`config.mk`:
```
export PLATFORM = sky130hd
export DESIGN_NAME = sub8_apx_pipe
export DESIGN_NICKNAME = d
export VERILOG_FILES = /design/src/rtl/sub8_apx_pipe.sv
export SDC_FILE = /design/constraint.sdc
export NUM_CORES = 1
export LEC_CHECK = 0
export BUFFER_PORTS_ARGS = -buffer_cell sky130_fd_sc_hd__buf_2
export CORE_ASPECT_RATIO = 1.1
export CORE_MARGIN = 10
export CORE_UTILIZATION = 60
export CTS_CLUSTER_SIZE = 16
export DETAILED_ROUTE_END_ITERATION = 8
export GPL_TIMING_DRIVEN = 0
export PLACE_DENSITY = 0.84
export SYNTH_ARGS = -nofsm -noshare
export SYNTH_HDL_FRONTEND = slang
export SYNTH_SLANG_ARGS = --single-unit
```
`constraint.sdc`:
```
create_clock -name clk -period 5.5 [get_ports clk]
set_input_delay 0.55 -clock clk [delete_from_list [all_inputs] [get_ports clk]]
set_output_delay 0.55 -clock clk [all_outputs]
set_load 0.005 [all_outputs]
```
`src/rtl/sub8_apx_pipe.sv`:
```
// sub8_apx_pipe: two-stage pipelined approximate 8-bit subtractor.
// The approximation ignores the borrow out of bit 0, and the low two result
// bits are plain XORs. Each result carries its absolute error against the
// exact difference. Running statistics (saturating error sum, saturating
// transfer count and maximum error) are updated only on completed output
// handshakes.
module sub8_apx_pipe #(
  parameter int unsigned SUM_W = 24,
  parameter int unsigned CNT_W = 16
) (
  input  logic             clk,
  input  logic             rst_n,
  input  logic             in_valid,
  output logic             in_ready,
  input  logic [7:0]       a,
  input  logic [7:0]       b,
  output logic             out_valid,
  input  logic             out_ready,
  output logic [8:0]       d,
  output logic [3:0]       err_abs,
  input  logic             clr_stats,
  output logic [SUM_W-1:0] sum_err,
  output logic [CNT_W-1:0] n_ops,
  output logic [3:0]       max_err
);

  // Stage 1: captured operands
  logic       s1_valid;
  logic [7:0] s1_a;
  logic [7:0] s1_b;

  // Stage 2: registered result
  logic       s2_valid;
  logic [8:0] s2_d;
  logic [3:0] s2_err;

  // Handshake / flow control
  logic s2_free;
  logic in_fire;
  logic out_fire;

  // Approximate datapath
  logic       bw;
  logic [6:0] hi_diff;
  logic [8:0] apx_d;
  logic [4:0] ex_lo;
  logic [4:0] diff_lo;
  logic [3:0] apx_err;

  // Statistics next-state helpers
  logic [SUM_W:0]   sum_inc;
  logic [SUM_W-1:0] sum_sat;
  logic [CNT_W-1:0] cnt_sat;
  logic [3:0]       max_next;

  // Flow control: stage 2 can take new data when empty or draining this cycle;
  // stage 1 can take new data when empty or moving into stage 2.
  always_comb begin
    s2_free  = ~s2_valid | out_ready;
    in_ready = ~s1_valid | s2_free;
    in_fire  = in_valid & in_ready;
    out_fire = s2_valid & out_ready;
  end

  // Approximate difference and its absolute error from stage-1 operands.
  // The error is bounded to a few units, so the 10-bit exact-minus-approx
  // difference is evaluated modulo 32 on the low five bits only; the result
  // is identical to the full-width computation for every operand pair.
  always_comb begin
    bw      = ~s1_a[1] & s1_b[1];
    hi_diff = {1'b0, s1_a[7:2]} - {1'b0, s1_b[7:2]} - {6'd0, bw};
    apx_d   = {hi_diff, s1_a[1:0] ^ s1_b[1:0]};
    ex_lo   = s1_a[4:0] - s1_b[4:0];
    diff_lo = ex_lo - apx_d[4:0];
    apx_err = diff_lo[4] ? (~diff_lo[3:0] + 4'd1) : diff_lo[3:0];
  end

  // Saturating statistic updates for a handshake this cycle.
  always_comb begin
    sum_inc  = {1'b0, sum_err} + (SUM_W + 1)'(s2_err);
    sum_sat  = sum_inc[SUM_W] ? '1 : sum_inc[SUM_W-1:0];
    cnt_sat  = (n_ops == '1) ? n_ops : n_ops + CNT_W'(1);
    max_next = (s2_err > max_err) ? s2_err : max_err;
  end

  // Stage 1 register: load operands on an input handshake.
  always_ff @(posedge clk or negedge rst_n) begin
    if (!rst_n) begin
      s1_valid <= 1'b0;
      s1_a     <= '0;
      s1_b     <= '0;
    end else if (in_ready) begin
      s1_valid <= in_valid;
      if (in_fire) begin
        s1_a <= a;
        s1_b <= b;
      end
    end
  end

  // Stage 2 register: capture approximate result when stage 2 is free.
  always_ff @(posedge clk or negedge rst_n) begin
    if (!rst_n) begin
      s2_valid <= 1'b0;
      s2_d     <= '0;
      s2_err   <= '0;
    end else if (s2_free) begin
      s2_valid <= s1_valid;
      if (s1_valid) begin
        s2_d   <= apx_d;
        s2_err <= apx_err;
      end
    end
  end

  // Statistics: clear wins over accumulation, but a concurrent handshake
  // is still counted as the first transfer after the clear.
  always_ff @(posedge clk or negedge rst_n) begin
    if (!rst_n) begin
      sum_err <= '0;
      n_ops   <= '0;
      max_err <= '0;
    end else if (clr_stats) begin
      sum_err <= out_fire ? SUM_W'(s2_err) : '0;
      n_ops   <= out_fire ? CNT_W'(1) : '0;
      max_err <= out_fire ? s2_err : '0;
    end else if (out_fire) begin
      sum_err <= sum_sat;
      n_ops   <= cnt_sat;
      max_err <= max_next;
    end
  end

  // Output mapping
  always_comb begin
    out_valid = s2_valid;
    d         = s2_d;
    err_abs   = s2_err;
  end

endmodule

```
After elaboration in Yosys (flattened, before gate mapping)

Cells that the tools add are included.

Reductions and logical operators: 6
Multiplexer cells: 13
Order comparisons: 1
Add/sub/neg operators: 7
Bitwise logic cells: 10
Equality and inequality tests: 2

Operator list:

| kind                                           | number |
|---|---|
| 2-to-1 mux 24 bit                              | 3 |
| 2-to-1 mux 16 bit                              | 3 |
| adder 24 x 4 -> 25 bit                         | 1 |
| 2-to-1 mux 4 bit                               | 6 |
| adder 16 x 1 -> 16 bit (second input constant) | 1 |
| == test 16 bit (second input constant)         | 1 |
| subtractor 5 bit                               | 2 |
| AND reduction 2 bit                            | 4 |
| subtractor 6 x 6 -> 7 bit                      | 1 |
| subtractor 7 x 1 -> 7 bit                      | 1 |
| adder 4 x 1 -> 4 bit (second input constant)   | 1 |
| > comparator 4 bit                             | 1 |
| NOT 4 bit                                      | 1 |
| nonzero test 2 bit                             | 2 |
| bitwise AND 1 bit                              | 3 |
| NOT 1 bit                                      | 3 |
| != test 2 bit (second input constant)          | 1 |
| OR 1 bit                                       | 2 |
| XOR 2 bit                                      | 1 |
| 2-to-1 mux 1 bit                               | 1 |

Bits in registers: 75
Output and inout bits: 59
Input port bits: 21

Depth between registers and ports, before layout

Gate-level depths: netlist of run 1.

Depth in word-level cells: 7
Gate-level depth with buffers: 12
Depth with buffers taken out: 12

Worst setup path after synthesis of run 1

Ideal clock, no wire load.

Path type: register -> register
From: register s1_a[1]
To: register s2_err[2], in the netlist err_abs[2]
Data required time: 5.364 ns
Stages on the path, launching flop included: 13
Arrival: 3.134 ns
Path slack: 2.229 ns
Period minus slack after synthesis: 3.271 ns
Buffers on the path: 0
Cells stage by stage: dfrtp_1 inv_1 ha_1 inv_1 fa_1 fa_1 xnor2_1 ha_1 nor2_1 a21oi_1 xnor3_1 nand4b_1 or3b_2

Elaborated cells on any way between the ends: 9

RTL lines:

| what                      | RTL line | RTL |
|---|---|---|
| from (decl)               | 29       | `logic [7:0] s1_a;` |
| from (signal assigned)    | 90       | `s1_a <= '0;` |
| from (signal assigned)    | 95       | `s1_a <= a;` |
| NOT 1 bit                 | 70       | `bw = ~s1_a[1] & s1_b[1];` |
| bitwise AND 1 bit         | 70       |  |
| subtractor 7 x 1 -> 7 bit | 71       | `hi_diff = {1'b0, s1_a[7:2]} - {1'b0, s1_b[7:2]} - {6'd0, bw};` |
| named net apx_d[3]        | 45       | `logic [8:0] apx_d;` |
| subtractor 5 bit          | 74       | `diff_lo = ex_lo - apx_d[4:0];` |
| 2-to-1 mux 4 bit          | 75       | `apx_err = diff_lo[4] ? (~diff_lo[3:0] + 4'd1) : diff_lo[3:0];` |
| to (signal assigned)      | 111      | `s2_err <= apx_err;` |
| to (decl)                 | 35       | `logic [3:0] s2_err;` |

The timed path passes the listed nets, and every way through them passes these cells.
A chain may end at the register's enable or synchronous reset.

Worst setup path after layout of run 1

From: register s1_a[1]
To: register s2_err[2], in the netlist err_abs[2]

Word-level cells in the longest chain between the ends: 7
Elaborated cells on any way between the ends: 9

RTL lines:

| what                      | RTL line |
|---|---|
| NOT 1 bit                 | 70 |
| bitwise AND 1 bit         | 70 |
| subtractor 7 x 1 -> 7 bit | 71 |
| subtractor 5 bit *        | 74 |
| NOT 4 bit                 | 75 |
| adder 4 x 1 -> 4 bit      | 75 |
| 2-to-1 mux 4 bit *        | 75 |

Mark *: on every way between the ends. The rest lies on a longest branch, timed or not.

==> results of run 1 <==
[worst paths after layout]
check	from	endpoint	slack (ns)	depth (start not counted)
worst max-delay path	s1_a[1]	err_abs[2]	1.92	12
worst min-delay path	rst_n	sum_err[23]	0.14	1
worst max register to register	s1_a[1]	err_abs[2]	1.92	12
worst min register to register	d[1]	d[1]	0.48	2
max in group asynchronous	rst_n	out_valid	4.79	2
min in group clk	in_valid	s1_valid	0.42	2
[registers in the layout, summed over array words and instances (netlist names)]
name	count
s1_a	8
max_err	4
s1_b	8
n_ops	16
sum_err	24
s1_valid	1
d	9
out_valid	1
err_abs	4
[stage by stage]
step / instance area [um^2] / worst slack, ns / std cells / util (%)
2_1_floorplan: 4420 / 2.23 / 441 / -
6_report: 5130 / 1.92 / 622 / 72.3
5_1_grt: 5130 / 1.68 / 622 / 72.3
4_1_cts: 5130 / 1.92 / 622 / 72.3
3_5_place_dp: 4950 / 1.96 / 606 / 69.8
3_3_place_gp: 4920 / 2.06 / 605 / 69.5
[worst register-to-register path: cells and delay by family, from the launching register on]
| family | cells | cell delay, ns |
|---|---|---|
| compound gates | 1 | 0.14 |
| simple gates | 3 | 0.66 |
| buf+inv | 3 | 0.31 |
| fa+ha+maj | 4 | 1.43 |
| flops | 1 | 0.44 |
| xor+xnor | 1 | 0.50 |
[synthesized netlist by cell type (4+ instances only)]
cell	count
nor2b_1	4
o21ai_0	24
inv_1	33
nor2_1	25
nand2_1	29
dfrtp_1	75
and3_1	11
nand2b_1	5
o2111ai_1	5
ha_1	25
xnor2_1	24
and4_1	8
fa_1	5
nor4b_1	4
a21o_1	5
a21oi_1	16
nor3_1	13
a41oi_1	4
clkbuf_1	14
a31oi_1	8
o311ai_0	4
mux2_2	19
nand3_1	14
a211oi_1	15
[power breakdown]
part / total (W) / internal [W] / switching [W]
registers: 0.000730 / 0.000641 / 0.0000895
logic: 0.000848 / 0.000400 / 0.000448
clock network: 0.000388 / 0.000175 / 0.000213
[cell type report]
| class | count | area, um^2 | share of cell area (%) |
|---|---|---|---|
| flip-flops and latches | 75 | 1880 | 36.6 |
| multi-input cells | 315 | 2350 | 45.8 |
| clock buffers | 10 | 138 | 2.68 |
| inverters | 33 | 124 | 2.42 |
| well taps | 85 | 106 | 2.07 |
| plain buffers | 18 | 75.1 | 1.46 |
| repair buffers | 80 | 418 | 8.15 |
| clock inverters | 6 | 41.3 | 0.805 |
[layer usage]
layer  track usage, %  wire, um  vias to the layer above
met5                0         0                        -
met4             8.67       246                        0
met3             3.30       710                       24
met2             34.0      5370                      146
met1             23.6      4390                     1825
li1                 -         -                     1790
[logic make-up after synthesis]
kind of cell,Yosys count
multiplexers,20
flip-flops,75
XOR/XNOR,28
AND/OR/NAND/NOR,137
buffers and inverters,51
adder cells (fa/ha/maj),30
AO/OA/AOI/OAI,100
[placed cells by master, fill, tap and decap left out, types with 3 or more instances in the layout]
cell and instances:
nor2_1 25, nor4b_1 4, a21oi_1 16, nand3_1 14
nand2_1 29, and4_1 8, mux2_2 19, o31ai_1 3
clkinvlp_4 3, buf_2 81, a311oi_1 3, o21a_1 3
nor3b_1 3, nor2b_1 4, a211oi_1 15, o311ai_0 4
o21ai_0 24, a41oi_1 4, a21o_1 5, o2111ai_1 5
xnor2_1 24, ha_1 25, clkbuf_1 14, clkbuf_8 10
nand2b_1 5, inv_1 33, dfrtp_1 75, fa_1 5
and3_1 11, nand4_1 3, xor2_1 3, a31oi_1 8
nor3_1 13
==> results.md, run 1 <==
Run:
- Across the run, the number of max-cap violations was 0.

Cells and area:
- 0 antenna diodes ended up in the layout.
- At the end of the flow, the number of nets in the layout was between 500 and 600.
- The layout has 527 filler cells.
- The area growth from synthesis to layout is 15.9%.
- The share of final-layout standard cells stronger than drive strength 1 is 24.0%.

Setup path:
- Walking the worst path, the cells encountered are inv_1, ha_1, inv_1, fa_1, inv_1, fa_1, ha_1, nand2b_1, a21oi_1, xnor3_1, nand4b_1, or3b_2.
- The critical path data required time is 5.73 ns.
- The total buffers and inverters traversed by the critical path is 3.
- The capturing element type of the critical path is a register.
- Data on the critical path arrives at its endpoint at 3.81 ns.
- Of all nets on the critical path, the largest fanout is 5.
- The worst setup path is launched from a register.
- The cell type group with the largest total delay on the critical path is adder cells.
- For this run, the slowest stage of the critical path takes 0.50 ns.
- The cell repeated most along the worst path is inv_1.
- By startpoint and endpoint, the worst setup path is classified as register to register.
- The worst-path cell with the longest stage delay is xnor3_1.

Yosys:
- The synthesized netlist devotes 5.86% of its cell area to XOR and XNOR gates.
- dfrtp_1 takes more of the synthesized area than any other cell.
- In this run the biggest area consumer among cell types represents between 40% and 50% of the synthesized area.
- The synthesis warning total is 0.
- After synthesis, the share of cell area in mux cells is 5.06%.
- After synthesis, the cell types taking the most area are dfrtp_1 (42%), ha_1 (7.1%), mux2_2 (4.8%).
- The share of flip-flops with an asynchronous set or reset after synthesis is 100%.
- In this run, synthesis inferred 0 flip-flops with an integrated enable.
- The register bit count reported by yosys is 75.
- The number of nets produced by synthesis is between 400 and 500.
- Synthesis instantiated 54 different standard cells from the library.
- After Yosys synthesis, and, or, nand and nor cells account for between 10% and 20% of the synthesized area.
- The fraction of the mapped netlist area in adder cells is 9.34%.
- The average size of a mapped cell is roughly 10 um^2.
- The post-synthesis instance total is 441.
- Summing the areas of all compound-gate instances in the mapped netlist gives 15.2% of the synthesized area.
- The share of synthesized area occupied by flip-flops and latches is 42.4%.
- Among all flip-flop cells after synthesis, the most frequent one is dfrtp_1.
- In this run the cell area of the synthesized design comes to 0.00442 mm^2.
- After synthesis, the largest family of logic cells by area is simple AND/OR/NAND/NOR gates.

Timing:
- On the final layout, the worst hold slack is about 0.14 ns.
- The final setup violation count is 0.
- At the pin with the least slew margin, the transition time is 0.933 ns.
- Setup repair after global routing left no endpoint under its margin.
- The maximum operating frequency is about 280 MHz.
- In the final timing run, aggregate negative setup slack is 0 ns.
- The tightest slew margin relative to the limit is 36.9%.
- Clock skew on the completed layout was measured at 0.0110 ns.
- The number of max-slew violations in the final report is 0.
- The period utilization is between 60 and 70%.
- The final period demand of the worst path is 3.58 ns.
- The count of endpoints failing hold in the final timing report is 0.

Floorplanning:
- The initial utilization of the core area, before any placement, comes to between 60% and 70%.
- The total area inside the core boundary comes to 0.00709 mm^2.
- In this run the vertical extent of the chip is 110 um.
- Measured along the x axis, the die boundary spans roughly 100 um.
- The die covers 0.0112 mm^2.
- After floorplanning, the core was divided into 32 placement rows.
- 80 I/O pins were placed.

Route:
- The count of antenna-violating nets left after detailed routing is 0.
- The initial detailed-routing violation count is 120.
- In the routed layout, each cell is associated on average with a via count of roughly 6.1.
- The number of vias in the routed layout is roughly 3800.
- The detailed-route DRC error count is 0.
- The first detailed-routing pass took 4 iterations.
- After detailed routing, the average wire length per cell comes to approximately 17 um.
- The total detailed-routing wirelength is 10.7 mm.

Clocking:
- The number of H-tree levels is 3.
- The later pin in the worst-skew pair is clocked with a latency of around 0.36 ns.
- The clock passes through at most 2 buffers.
- The post-cts hold buffer count is 0.
- The number of buffers created by CTS is 9.
- The count of cells resized by post-cts repair is 0.
- After clock tree synthesis, the setup repair step added 0 buffers.
- TritonCTS built the clock tree.
- The tree built by TritonCTS fans out to 75 sinks.
- The root buffer cell chosen for the clock tree is clkbuf_8.
- The clock slew at the register clock pins of the worst setup and hold paths is 0.09 ns.

Placement:
- At the end of routability-driven placement, the weighted congestion stood at 0.878.
- The half-perimeter wire length after placement is 8.09 mm.
- The number of buffer cells added on primary ports is a little under 80.

Run status:
- The flow ran to the end, and the final reports show no timing, DRC or antenna violations.

Pwr:
- The total design power is 0.00197 W.
- In this run the power density over the cells is 384 mW/mm^2.
- The maximum VDD drop is 329 uV.
- The reported leakage power is 2.38 nW.

Global route:
- The global-route usage over all layers is 19.6%.
- The total congestion overflow is 0.
- Entering global routing, the biggest net connects 43 pins.
- The number of antenna violations at the first check in global routing came to 0.
- The first global-routing pass estimated 17.7 mm of wire.
- The via count of the first global-routing pass was 3796.

Min path:
- The tightest min-delay check is of the primary input to asynchronous set/reset pin type.
Power figures use the tool's default switching activity.
==> run 2, diff against run 1 <==
--- a/config.mk
+++ b/config.mk
@@ -8,11 +8,11 @@
 export BUFFER_PORTS_ARGS = -buffer_cell sky130_fd_sc_hd__buf_2
 export CORE_ASPECT_RATIO = 1.1
 export CORE_MARGIN = 10
-export CORE_UTILIZATION = 60
+export CORE_UTILIZATION = 51
 export CTS_CLUSTER_SIZE = 16
 export DETAILED_ROUTE_END_ITERATION = 8
 export GPL_TIMING_DRIVEN = 0
-export PLACE_DENSITY = 0.84
+export PLACE_DENSITY = 0.76
 export SYNTH_ARGS = -nofsm -noshare
 export SYNTH_HDL_FRONTEND = slang
 export SYNTH_SLANG_ARGS = --single-unit
==> constraint.sdc (replaced) <==
create_clock -name clk -period 3 [get_ports clk]
set_input_delay 0.3 -clock clk [delete_from_list [all_inputs] [get_ports clk]]
set_output_delay 0.3 -clock clk [all_outputs]
set_load 0.005 [all_outputs]
==> run 2 against run 1 <==
Compared with the run above:
- setup slack got worse by 2.0 ns
- the run now ends with negative setup slack left
- first-iteration DRC count increased by 16%
- clock-buffer cell count increased by 1
- die area increased by 14%
- largest power group unchanged
- final cell count increased by 5.3%
- clock power increased by 120%
- non-clock buffer count increased by 8
- critical path depth unchanged
- critical path type unchanged
- power increased by 110%
==> results.md, run 2 (same netlist as run 1, synthesis figures left out) <==
Run status:
- The run finished, with violations left.
- The checks that failed: negative setup slack.

Cells and area:
- The number of antenna diodes in the final layout is 0.
- Cells with a size suffix above 1 make up 26.8% of the layout.
- Ranked by flip-flop count, first place goes to sum_err.
- The flip-flop count of the largest register after layout is 24.
- The area growth from synthesis to layout is 20.4%.
- Cells fill 63.3% of the core in the end.
- The post-layout net count is 591.
- Leaving out fill and tap cells, the most frequent cell in the layout is buf_2.
- The top cell types in the final layout, fill and taps aside, are buf_2 (81), dfrtp_1 (75), inv_1 (30), nand2_1 (29), nor2_1 (25).
- Summing all non-filler instances in the final layout gives an area of ~0.0053 mm^2.

Placement:
- The final RePlAce weighted congestion is ~0.83.
- The half-perimeter wire length after placement is 8.16 mm.
- Once placement finished, the instance area stood at about 0.0050 mm^2.
- The minimum setup slack after placement is -0.305 ns.
- The number of buffer cells added on primary ports is 79.

Setup path:
- The worst-path cell with the longest stage delay is fa_2.
- STA puts the critical path data arrival time at 3.32 ns.
- For the worst setup path, the data required time is 3.22 ns.
- Along the worst path, the maximum fanout reaches 4.
- The setup path with the least slack is of type register to register.
- The critical path contains buffers and inverters numbering 3 combined.
- The cell type group with the largest total delay on the critical path is adder cells.
- The signal on the critical path passes through inv_2, ha_4, inv_4, fa_2, inv_2, fa_1, ha_4, nand2b_4, a21oi_2, xnor3_2, nand4b_1, or3b_4.
- The element type at the critical path start is a register.
- The largest single stage delay on the critical path is 0.53 ns.
- The capturing element type of the critical path is a register.

Timing:
- The period utilization is 103%.
- Between clock sinks in the finished design, the worst skew comes to 0.00989 ns.
- Headroom to the max-slew limit came out at 34.6%.
- Setup repair after global routing could not meet its margin everywhere.
- The final period demand of the worst path is 3.10 ns.
- Setup violations remaining at the end of the flow were counted as 2.
- The number of max-slew violations in the final report is 0.
- The count of endpoints failing hold in the final timing report is 0.
- Timing would allow up to 322 MHz.
- Final hold analysis gives a worst-case slack of 0.155 ns.
- The smallest setup slack after layout is -0.102 ns.
- For the pin with the worst max-slew slack, the measured transition is 0.967 ns.

Clocking:
- The number of buffers on the longest clock path is 2.
- The CTS tree is yes.
- The clock slew at the register clock pins of the worst setup and hold paths is ~0.08 ns.
- The H-tree was split into 3 levels.
- For this design, the sink count on the clock tree is 75.
- The cell sitting at the root of the clock tree is a clkbuf_8.
- The number of buffers created by CTS is 9.
- The clock network latency to the later pin of the worst-skew pair is approximately 0.35 ns.

Pwr:
- Power spread over the standard cell area amounts to 764 mW/mm^2.
- The maximum VDD drop is 503 uV.
- For this design the static power due to leakage is 2.44 nW.
- Power comes to a little over 0.004 W.

Global route:
- The wire length of the first global-routing pass is between 15 and 20 mm.
- The number of antenna violations at the first check in global routing is 0.
- The maximum number of pins on one net before global-route repair is 39.
- The via count of the first global-routing pass is 3818.
- After global routing the overflow that remains totals 0.
- The global-route usage over all layers is 17.1%.

Floorplanning:
- The floorplan row count is 35.
- The die height is between 100 and 150 um.
- The core region area is between 0.008 and 0.009 mm^2.
- The die covers 0.0128 mm^2.
- Once the floorplan was initialized, standard cells occupied a little over half of the core.
- The die is 109 um wide.
- 80 I/O pins were placed.

Route:
- The first TritonRoute pass finished after 4 iterations.
- In the final routed layout, each cell accounts on average for 16.8 um.
- In the routed layout, each cell is associated on average with a via count of between 5 and 6.
- The detailed-route DRC error count is 0.
- For this block, the via count after detailed routing is 3759.
- In this run, the number of DRC markers left after iteration 0 of detailed routing was 139.
- The detail route stage leaves a number of antenna-violating nets equal to 0.
- The total detailed-routing wirelength is 11.0 mm.

Min path:
- The min-delay analysis places its worst path in the category primary input to register.

Run:
- The count of max-cap constraint violations is 0.
[run 2: cell count changes in the layout (fill, tap and decap cells not counted), sizes merged]
cell         delta
clkinv          -3
dlygate4sd3     +1
clkbuf          +1
buf             +7
bufinv          +2
clkinvlp        -1
[run 2: final timing paths]
kind,start,to,slack (ns),cells after the start
setup / recovery,s1_a[1],err_abs[2],-0.10,12
hold / removal,in_valid,s1_valid,0.16,2
setup reg to reg,s1_a[1],err_abs[2],-0.10,12
hold reg to reg,d[0],d[0],0.48,2
max in group asynchronous,rst_n,n_ops[0],1.96,3
min in group asynchronous,rst_n,sum_err[18],0.46,2
[run 2: what timing repair did]
item,CTS,global route
setup buffers,6,1
setup endpoints to repair,3,3
hold buffers,1,0
resized for setup,15,1
pin swaps,6,6
hold endpoints to repair,37,0
[run 2: layout make-up]
type                       instances  area, um^2
tap                              111         139
clock buffer                      11         141
clock inverter                     4        75.1
fill                             716        3080
timing repair buffer              88         484
sequential                        75        1880
inverter                          33         126
multi-input combinational        315        2410
buffer                            18        75.1
[run 2: metrics by stage]
step,setup TNS (ns),instances
2_1_floorplan,-0.0883,441
3_3_place_gp,-0.312,631
3_5_place_dp,-0.413,632
4_1_cts,-0.236,654
5_1_grt,-0.391,655
6_report,-0.146,655
[run 2: layer usage]
layer	wire, um	part of all wire [%]	GRT usage [%]	vias to the layer above
li1	-	-	-	1812
met1	4570	41	20.0	1825
met2	5550	50	29.2	109
met3	757	6.9	5.31	13
met4	139	1.3	4.29	0
met5	0	0	0	-
[run 2: report_power, final]
part | total, W | leakage, nW | internal (W) | switching (W)
Clock | 0.000858 | 0.102 | 0.000487 | 0.000371
Sequential | 0.00133 | 0.971 | 0.00118 | 0.000159
Combinational | 0.00188 | 1.37 | 0.000939 | 0.000939
Total | 0.00407 | 2.44 | 0.00260 | 0.00147
==> run 3, diff against run 2 <==
--- a/config.mk
+++ b/config.mk
@@ -8,11 +8,11 @@
 export BUFFER_PORTS_ARGS = -buffer_cell sky130_fd_sc_hd__buf_2
 export CORE_ASPECT_RATIO = 1.1
 export CORE_MARGIN = 10
-export CORE_UTILIZATION = 51
+export CORE_UTILIZATION = 60
 export CTS_CLUSTER_SIZE = 16
 export DETAILED_ROUTE_END_ITERATION = 8
 export GPL_TIMING_DRIVEN = 0
-export PLACE_DENSITY = 0.76
+export PLACE_DENSITY = 0.84
 export SYNTH_ARGS = -nofsm -noshare
 export SYNTH_HDL_FRONTEND = slang
 export SYNTH_SLANG_ARGS = --single-unit
==> constraint.sdc (replaced) <==
create_clock -name clk -period 3.85 [get_ports clk]
set_input_delay 0.385 -clock clk [delete_from_list [all_inputs] [get_ports clk]]
set_output_delay 0.385 -clock clk [all_outputs]
set_load 0.005 [all_outputs]
==> run 3 against run 2 <==
Compared with the run above:
- the run now ends clean
- die area is 12% lower
- sequential power is 22% lower
- combinational power is 36% lower
- non-clock buffer count is 7 lower
- cell area is 3.5% lower
- clock skew hardly changed
- first-iteration DRC count is 3.6% higher
- setup slack better by 0.37 ns
- highest routed layer unchanged
==> results.md, run 3 (same netlist as run 1, synthesis figures left out) <==
Clocking:
- The count of clock tree sinks is 75.
- In this run the post-CTS setup repair buffer count came out at 0.
- Clock-pin slew was measured on the worst setup and hold paths at roughly 0.08 ns.
- The number of buffers created by CTS is 9.
- The clock network latency to the later pin of the worst-skew pair is 0.36 ns.
- In this run the clock root is driven by a clkbuf_8.
- The CTS tree is yes.
- The number of H-tree levels is 3.
- The number of buffers on the longest clock path is 2.

Global route:
- Global routing used under 10% of the available met3 tracks.
- The via count of the first global-routing pass is 3802.
- Global routing consumed, on the met1 layer, 23.6% of the routing resources.
- The wire length of the first global-routing pass is 17.8 mm.
- The global-route usage over all layers is 19.6%.
- Entering global routing, the biggest net connects 43 pins.
- The number of antenna violations at the first check in global routing is 0.
- met2 is the most crowded layer.
- The total congestion overflow is 0.
- The global routing met2 resource utilization is 34.0%.

Setup path:
- The element type at the critical path start is a register.
- The critical-path maximum fanout is 5.
- The worst setup path is captured at a register.
- The critical path data required time is around 4 ns.
- The critical path class is register to register.
- The worst endpoint data arrival time is 3.82 ns.

Cells and area:
- The number of inserted diodes is 0.
- The finished layout holds 623 standard cells, fillers aside.
- The net count of the finished layout is around 580.
- The post-route netlist has a little under a quarter of its cells at a drive strength greater than 1.
- The area growth from synthesis to layout is 16.1%.
- The largest register by flop count is sum_err.
- The top cell types in the final layout, fill and taps aside, are buf_2 (81), dfrtp_1 (75), inv_1 (33), nand2_1 (29).
- The leading cell type in the layout, fill and taps excluded is buf_2.
- The flip-flop count of the largest register after layout is 24.

Route:
- Dividing the detail-routed wire length by the instance count gives between 15 and 20 um.
- In this run the remaining antenna-violating nets after routing total 0.
- The total detailed-routing wirelength is 10.8 mm.
- Across all layers, the routed design uses 3760 vias.
- For this block, the initial DRC count from the detailed router was 144.
- After detailed routing, the number of vias per cell comes to 6.04.
- The detailed-route DRC error count is 0.
- The detailed-router iteration count before antenna repair is 5.

Timing:
- The count of endpoints failing hold in the final timing report is 0.
- At the pin with the least slew margin, the transition time is 0.973 ns.
- The final total negative setup slack is 0 ns.
- The number of max-slew violations in the final report is 0.
- The tightest slew margin relative to the limit is 34.2%.
- On the final layout, the worst clock skew is 0.00974 ns.
- Derived from the worst setup path, the maximum achievable clock frequency is 279 MHz.
- The final setup violation count is 0.
- The final period demand of the worst path is 3.59 ns.
- Setup repair after global routing left no endpoint under its margin.
- The final critical path takes up 93.1% of the cycle.

Run status:
- The flow ran to the end, and the final reports show no timing, DRC or antenna violations.

Pwr:
- The clock network is responsible for 19.7% of the overall power.
- The internal portion of total power is 0.00174 W.
- The relative contribution of combinational cells to total power is 43.1%.
- The maximum VDD drop is about 470 uV.
- Registers are responsible for 37.2% of the overall power.
- Summed over all nets, the switching power comes to 0.00107 W.
- The total design power is 0.00281 W.
- Net switching is 38.1% of the power.
- The power per unit of standard cell area is 546 mW/mm^2.
- The analysis attributes to cell leakage a power of 2.39 nW.

Placement:
- Counting tap cells, the placed design contains a total of about 610 instances.
- At the end of routability-driven placement, the weighted congestion stood at 0.878.
- Detailed placement finished with a half-perimeter wire length of 8.09 mm.
- The number of buffer cells added on primary ports is 79.

Floorplanning:
- From left edge to right edge, the die measures about 100 um.
- The floorplan step defined a core boundary enclosing 0.00709 mm^2.
- The floorplan has 32 rows.
- The die height is 110 um.
- The starting density of the core is 62.4%.
- The number of top-level design ports is 80.
- The die area is roughly 0.011 mm^2.

Min path:
- The path category of the worst min-delay check is primary input to register.

Run:
- The count of max-cap constraint violations is 0.
==> run 3: changes by cell type in the layout (fill, tap and decap cells not counted), moves of 2 or more <==
cell       before  now
buf_4           8    2
bufinv_16       2    0
clkinv_2        0    2
ha_1           23   25
ha_4            2    0
inv_1          30   33
inv_2           2    0
==> run 3: worst max-delay path: stages, from the launching register on <==
cell and delay (ns):
dfrtp_1 0.44, inv_1 0.11, ha_1 0.21, inv_1 0.10
fa_1 0.43, inv_1 0.10, fa_1 0.42, ha_1 0.37
nand2b_1 0.08, a21oi_1 0.14, xnor3_1 0.50, nand4b_1 0.13
or3b_2 0.45
==> run 3: layer usage <==
metal | vias up | share of wire [%]
li1 | 1787 | -
met1 | 1803 | 41
met2 | 148 | 50
met3 | 22 | 6.8
met4 | 0 | 2.1
met5 | - | 0
==> run 3: through the flow <==
step | utilization, % | setup slack [ns] | hold slack [ns] | cell area, um^2
after detailed placement | 69.8 | 0.313 | 0.363 | 4950
after global placement | 69.5 | 0.408 | 0.465 | 4920
after CTS | 72.5 | 0.272 | 0.247 | 5140
after global routing | 72.5 | 0.0258 | 0.259 | 5140
final | 72.5 | 0.265 | 0.255 | 5140
after floorplan | - | 0.579 | 0.0894 | 4420
==> run 3: cell type report <==
class / instances / area, um^2
Multi-Input combinational cell: 315 / 2350
Fill cell: 526 / 1950
Sequential cell: 75 / 1880
Timing Repair Buffer: 81 / 428
Clock buffer: 10 / 138
Inverter: 33 / 124
Tap cell: 85 / 106
Buffer: 18 / 75.1
Clock inverter: 6 / 41.3
==> run 3: power by group through the flow <==
stage | clock [W] | combinational (W) | sequential (W)
floorplan | 0 | 0.000856 | 0.00104
global placement | 0 | 0.00112 | 0.00105
detailed placement | 0 | 0.00120 | 0.00105
CTS | 0.000558 | 0.00121 | 0.00104
global route | 0.000588 | 0.00137 | 0.00106
finish | 0.000552 | 0.00121 | 0.00104
==> run 3: worst paths after layout <==
path	start	to	slack, ns	cells after the start
worst max-delay path	s1_a[1]	err_abs[2]	0.26	12
worst min-delay path	a[1]	s1_a[1]	0.26	2
worst max register to register	s1_a[1]	err_abs[2]	0.26	12
worst min register to register	d[1]	d[1]	0.48	2
max in group asynchronous	rst_n	out_valid	2.76	3
min in group asynchronous	rst_n	n_ops[3]	0.52	2
==> run 3: what timing repair did <==
| action | in CTS | in global routing |
|---|---|---|
| hold buffers | 1 | 0 |
| hold endpoints to repair | 33 | 0 |
| gates resized for setup | 0 | 0 |
